File: src/rtl/icache_miss_arbiter.sv
// Two-port instruction-cache miss arbiter: one outstanding memory read,
// round-robin between subarrays, shared fill when both miss on the same line.
module icache_miss_arbiter #(
    parameter int ADDR_W  = 32,
    parameter int DATA_W  = 32,
    parameter int TIMEOUT = 255
) (
    input  logic              clk,
    input  logic              rst_n,
    input  logic              miss0_valid,
    input  logic [ADDR_W-1:0] miss0_addr,
    output logic              miss0_ready,
    input  logic              miss1_valid,
    input  logic [ADDR_W-1:0] miss1_addr,
    output logic              miss1_ready,
    output logic              mem_req_valid,
    output logic [ADDR_W-1:0] mem_req_addr,
    input  logic              mem_req_ready,
    input  logic              mem_resp_valid,
    input  logic [DATA_W-1:0] mem_resp_data,
    output logic              fill_valid,
    output logic [1:0]        fill_mask,
    output logic [7:0]        fill_index,
    output logic [21:0]       fill_tag,
    output logic [DATA_W-1:0] fill_data,
    output logic              busy,
    output logic              timeout_err
);

    typedef enum logic [1:0] {
        IDLE,
        REQ,
        WAIT,
        FILL
    } state_t;

    localparam logic [7:0] TO_CNT = 8'(TIMEOUT);

    state_t            state_q, state_d;
    logic              rr_q, rr_d;
    logic [7:0]        wcnt_q, wcnt_d;
    logic [ADDR_W-1:0] addr_q;
    logic [1:0]        mask_q;
    logic [DATA_W-1:0] data_q;

    logic same_line;
    logic grant0;
    logic grant1;
    logic rr_flip;
    logic idle_live;

    // Grants only exist in IDLE and are suppressed while reset is held.
    always_comb begin
        same_line = miss0_addr[ADDR_W-1:2] == miss1_addr[ADDR_W-1:2];
        idle_live = (state_q == IDLE) && rst_n;
        grant0    = 1'b0;
        grant1    = 1'b0;
        rr_flip   = 1'b0;
        if (idle_live) begin
            unique case (1'b1)
                miss0_valid && miss1_valid && same_line: begin
                    grant0 = 1'b1;
                    grant1 = 1'b1;
                end
                miss0_valid && miss1_valid && !same_line: begin
                    grant0  = !rr_q;
                    grant1  = rr_q;
                    rr_flip = 1'b1;
                end
                miss0_valid && !miss1_valid: grant0 = 1'b1;
                miss1_valid && !miss0_valid: grant1 = 1'b1;
                default: ;
            endcase
        end
    end

    always_comb begin
        state_d     = state_q;
        rr_d        = rr_q;
        wcnt_d      = wcnt_q;
        timeout_err = 1'b0;
        unique case (state_q)
            IDLE: begin
                if (grant0 || grant1) begin
                    state_d = REQ;
                    if (rr_flip) rr_d = !rr_q;
                end
            end
            REQ: begin
                if (mem_req_ready) begin
                    state_d = WAIT;
                    wcnt_d  = '0;
                end
            end
            WAIT: begin
                if (mem_resp_valid) begin
                    state_d = FILL;
                end else if (wcnt_q == TO_CNT) begin
                    timeout_err = 1'b1;
                    state_d     = IDLE;
                end else begin
                    wcnt_d = wcnt_q + 8'd1;
                end
            end
            FILL:    state_d = IDLE;
            default: state_d = IDLE;
        endcase
    end

    always_ff @(posedge clk or negedge rst_n) begin
        if (!rst_n) begin
            state_q <= IDLE;
            rr_q    <= 1'b0;
            wcnt_q  <= '0;
        end else begin
            state_q <= state_d;
            rr_q    <= rr_d;
            wcnt_q  <= wcnt_d;
        end
    end

    // Datapath latches carry no reset; outputs below gate them by state.
    always_ff @(posedge clk) begin
        if (grant0 || grant1) begin
            addr_q <= grant0 ? miss0_addr : miss1_addr;
            mask_q <= {grant1, grant0};
        end
        if (state_q == WAIT && mem_resp_valid) begin
            data_q <= mem_resp_data;
        end
    end

    assign miss0_ready   = grant0;
    assign miss1_ready   = grant1;
    assign busy          = state_q != IDLE;
    assign mem_req_valid = state_q == REQ;
    assign mem_req_addr  = (state_q == REQ) ? (addr_q & ~ADDR_W'(3)) : '0;
    assign fill_valid    = state_q == FILL;
    assign fill_mask     = (state_q == FILL) ? mask_q : '0;
    assign fill_index    = (state_q == FILL) ? addr_q[9:2] : '0;
    assign fill_tag      = (state_q == FILL) ? addr_q[31:10] : '0;
    assign fill_data     = (state_q == FILL) ? data_q : '0;

endmodule

File: config.mk
export PLATFORM = sky130hd
export DESIGN_NAME = icache_miss_arbiter
export DESIGN_NICKNAME = d
export VERILOG_FILES = /design/src/rtl/icache_miss_arbiter.sv
export SDC_FILE = /design/constraint.sdc
export NUM_CORES = 1
export LEC_CHECK = 0
export CAP_MARGIN = 20
export CORE_AREA = 3 3 109 111
export CTS_CLUSTER_DIAMETER = 150
export DETAILED_ROUTE_END_ITERATION = 10
export DIE_AREA = 0 0 112 114
export GPL_TIMING_DRIVEN = 0
export HOLD_SLACK_MARGIN = 0.1
export MAX_ROUTING_LAYER = met4
export PLACE_DENSITY = 0.8
export SLEW_MARGIN = 20
export SYNTH_ARGS = -nofsm -noshare
export SYNTH_HDL_FRONTEND = slang
export SYNTH_SLANG_ARGS = --single-unit
File: constraint.sdc
create_clock -name clk -period 2.8 [get_ports clk]
set_input_delay 0.56 -clock clk [delete_from_list [all_inputs] [get_ports clk]]
set_output_delay 0.56 -clock clk [all_outputs]
set_load 0.1 [all_outputs]
==> results by stage <==
CTS:
- The tree built by TritonCTS fans out to 75 sinks.
- CTS built an H-tree with a depth of 3.
- The total clock buffers created by CTS is 9.
- The clock tree from TritonCTS is built.
- The maximum buffer depth of the clock tree is 2.
- The later pin in the worst-skew pair is clocked with a latency of 350 ps.
- The cell sitting at the root of the clock tree is a clkbuf_8.
- After clock tree synthesis, the clock-pin slew on the worst setup and hold paths is 70 ps.

Worst setup path:
- The end of the critical path is miss0_ready.
- The setup check on the worst reg-to-reg path leaves a slack of 520 ps.
- The cell depth of the worst flop-to-flop path is 7.
- The critical path starts at rst_n.
- The critical path capture point type is an output pin.
- The worst path required time is 2240 ps.
- The launch instance of the worst register-to-register path is state_q[1]$_DFFE_PN0P_.
- Of all nets on the critical path, the largest fanout is 12.
- The worst setup path is launched from an input pin.
- The worst flop-to-flop path endpoint is addr_q[16]$_DFFE_PP_.
- The data arrival time of the critical path is 2220 ps.
- The worst setup path is of the in2out kind.

Global routing:
- Entering global routing, the biggest net connects 34 pins.
- The first global-routing pass estimated 24820 µm of wire.
- The remaining global-route overflow is 0.
- In the global route stage, overall resource usage came out at 25.19%.
- The via count of the first global-routing pass was 4549.
- The initial antenna violation count is 0.

STA:
- The transition time at the pin with the least slew margin is 793.7 ps.
- The maximum achievable frequency is 359.4 MHz.
- Final hold analysis gives a worst-case slack of 177.1 ps.
- The max-slew violation count is 0.
- Measured against its own limit, the worst slew margin works out to 47.09%.
- Setup repair after global routing could not meet its margin everywhere.
- Setup violations remaining at the end of the flow were counted as 0.
- The share of the clock period used by the worst path is 99.37%.
- The clock arrives with 10.50 ps of skew.
- The number of hold violations in the final report is 0.
- The aggregate negative setup slack is 0 ps.
- The final period demand of the worst path is 2782 ps.
- The worst path setup slack after routing is 17.60 ps.

Finish:
- At the end of the flow the core is filled with cells to 63.13%.
- After filler insertion, the fill cell instance count of the layout stands at 917.
- The most common library cell in the layout ignoring fill and taps is and3_1.
- The layout overhead on the synthesized area is 46.66%.
- The final instance count without filler cells is 836.
- The fraction of final layout cells with drive strength greater than 1 is 27.30%.
- The total inserted antenna cells is 0.
- The area taken by multi-input logic gates is 2369 µm².
- Summing all flip-flop and latch instances after layout gives 2197 µm².
- The area of all placed cells without fillers is 6874 µm².
- In the final design database the tool counted 795 nets.
- In the layout the commonest cells are and3_1, edfxtp_1, clkbuf_4, nand4_1.

Pwr:
- The power density over the cells is 876.1 nW/µm².
- Net switching is 57.07% of the power.
- The leakage component of the power is 3.066 nW.
- After layout, the design draws a total of 6.022 mW.
- The logic gate share of total power is 62.2%.
- The clock power share is 11.4%.
- For this design the total switching power over the nets is 3.437 mW.
- Cell internal power was estimated by the tool at 2.585 mW.
- The maximum vdd drop is 0.7232 mV.
- The part of the total power dissipated in sequential elements is 26.4%.

Placement:
- Once placement completed, the tool counted placed cells totaling 812.
- Detailed placement ended at an HPWL of 12300 µm.
- The final weighted congestion in routability-driven placement is 0.9455.
- The worst slack at placement is -1681 ps.
- The count of port buffers added during placement is 197.
- Once placement finished, the instance area stood at 6873 µm².

Die:
- The floorplan has 38 rows.
- The core box area is 10890 µm².
- In this run the vertical extent of the chip is 114 µm.
- From left edge to right edge, the die measures 112 µm.
- The number of placed I/O pins is 204.
- The effective utilization at floorplan is 43.05%.
- The overall die area is 12770 µm².

Logic synthesis:
- The post-synthesis async set-or-reset flop share is 14.67%.
- Sequential elements use 46.88% of the synthesized area.
- The synthesized design contains 75 register bits.
- Counting every instance in the synthesized netlist gives 474.
- The synthesized design contains 64 enable-type register cells.
- Among all flip-flop cells after synthesis, the most frequent one is edfxtp_1.
- After synthesis, the mean cell area works out to 9.888 µm².
- The number of distinct library cell variants in the gate-level netlist after synthesis is 38.
- Summing every instance area after synthesis gives 4687 µm².
- The total of warnings raised by yosys is 0.

Detailed routing:
- The detailed router finished its first iteration with 358 violations.
- The detail-routed net length per standard cell is 19.52 µm.
- The remaining antenna violation count is 0.
- Routed signal wires occupy layers up through met4.
- The routed design has 16320 µm of wire.
- For this run, design rule violations remaining after detail routing come to 0.
- The detailed-routing iteration count for the pre-antenna-repair pass is 6.
- The post-detailed-route via-to-cell ratio is 5.763.
- The wire length on met2 is 7994 µm.
- The via count is 4818.
- For this block, wires on met1 add up to 6775 µm.
- The met3 wire length is 1267 µm.

Run:
- The number of maximum-capacitance constraint violations is 0.

Run status:
- The flow ran to the end, and the final reports show no timing, DRC or antenna violations.

Hold path:
- The class of the tightest hold or removal check is in2async.
-- area by class of cell --
cell class | instances | share of cell area (%)
repair buffers | 206 | 25.01
multi-input cells | 348 | 34.46
clock inverters | 4 | 0.2912
plain buffers | 50 | 3.713
well taps | 140 | 2.548
inverters | 2 | 0.1092
flip-flops and latches | 75 | 31.96
clock buffers | 11 | 1.911
-- worst min path at each step --
stage,to,slack [ps],depth (start not counted)
final,state_q[0]$_DFFE_PN0P_,180,1
after global routing,state_q[0]$_DFFE_PN0P_,180,1
after CTS,wcnt_q[7]$_DFFE_PN0P_,170,1
after detailed placement,wcnt_q[1]$_DFFE_PN0P_,520,2
after global placement,rr_q$_DFFE_PN0P_,510,1
after floorplan,rr_q$_DFFE_PN0P_,260,0
-- power groups by stage --
stage | clock network [mW] | registers (mW) | logic (mW)
2_1_floorplan | 0 | 1.56 | 2.83
3_3_place_gp | 0 | 1.60 | 3.79
3_5_place_dp | 0 | 1.61 | 3.85
4_1_cts | 0.694 | 1.58 | 3.69
5_1_grt | 0.742 | 1.61 | 3.91
6_report | 0.687 | 1.59 | 3.74
-- synthesized netlist by cell type, types with 2 or more instances --
| library cell | n | area (µm²) |
|---|---|---|
| and3_1 | 95 | 594.3 |
| edfxtp_1 | 64 | 1922 |
| nand4_1 | 37 | 231.5 |
| nand3_1 | 36 | 180.2 |
| xnor2_1 | 36 | 315.3 |
| clkbuf_1 | 35 | 131.4 |
| a21oi_1 | 34 | 170.2 |
| and2_1 | 34 | 212.7 |
| o211ai_1 | 20 | 150.1 |
| nand2_1 | 14 | 52.55 |
| dfrtp_1 | 11 | 275.3 |
| o211ai_2 | 10 | 125.1 |
| buf_2 | 6 | 30.03 |
| buf_6 | 6 | 67.56 |
| nor2_1 | 5 | 18.77 |
| a211oi_1 | 2 | 15.01 |
| buf_4 | 2 | 15.01 |
| inv_1 | 2 | 7.510 |
| nand2b_1 | 2 | 12.51 |
| nor2b_1 | 2 | 12.51 |
| nor4_1 | 2 | 12.51 |
| o21ai_0 | 2 | 10.01 |
| or4_1 | 2 | 15.01 |
-- worst max-delay path, stage by stage --
cell,delay [ps]
clkdlybuf4s15_2,370
nor3b_4,340
nand2_1,160
clkbuf_1,290
a21oi_4,260
buf_8,230
-- kinds of logic (layout without fill, tap and decap cells) --
family                   Yosys count  after routing  synth area share, %
adder cells (fa/ha/maj)            1              1               0.2669
other                              1              2              0.08001
AND/OR/NAND/NOR                  234            234                29.36
XOR/XNOR                          36             36                6.727
multiplexers                       1              1               0.2136
buffers and inverters             52            273                5.446
flip-flops                        75             75                46.88
AO/OA/AOI/OAI                     74             74                11.03
-- metal layers --
metal	up-vias	GRT usage (%)
met5	-	-
met4	0	6.571
li1	2212	-
met2	278	42.05
met1	2305	31.84
met3	23	4.775
-- state kept, by name (all words and copies together), names as in the netlist --
| signal | flops |
|---|---|
| state_q | 2 |
| mask_q | 2 |
| rr_q | 1 |
| addr_q | 30 |
| data_q | 32 |
| wcnt_q | 8 |
-- what timing repair did --
item,CTS,global route
endpoints found under the setup margin,162,47
endpoints found under the hold margin,0,0
pin swaps,24,31
gates resized for setup,508,131
setup buffers,4,5
hold buffers,0,0
Power figures use the tool's default switching activity.
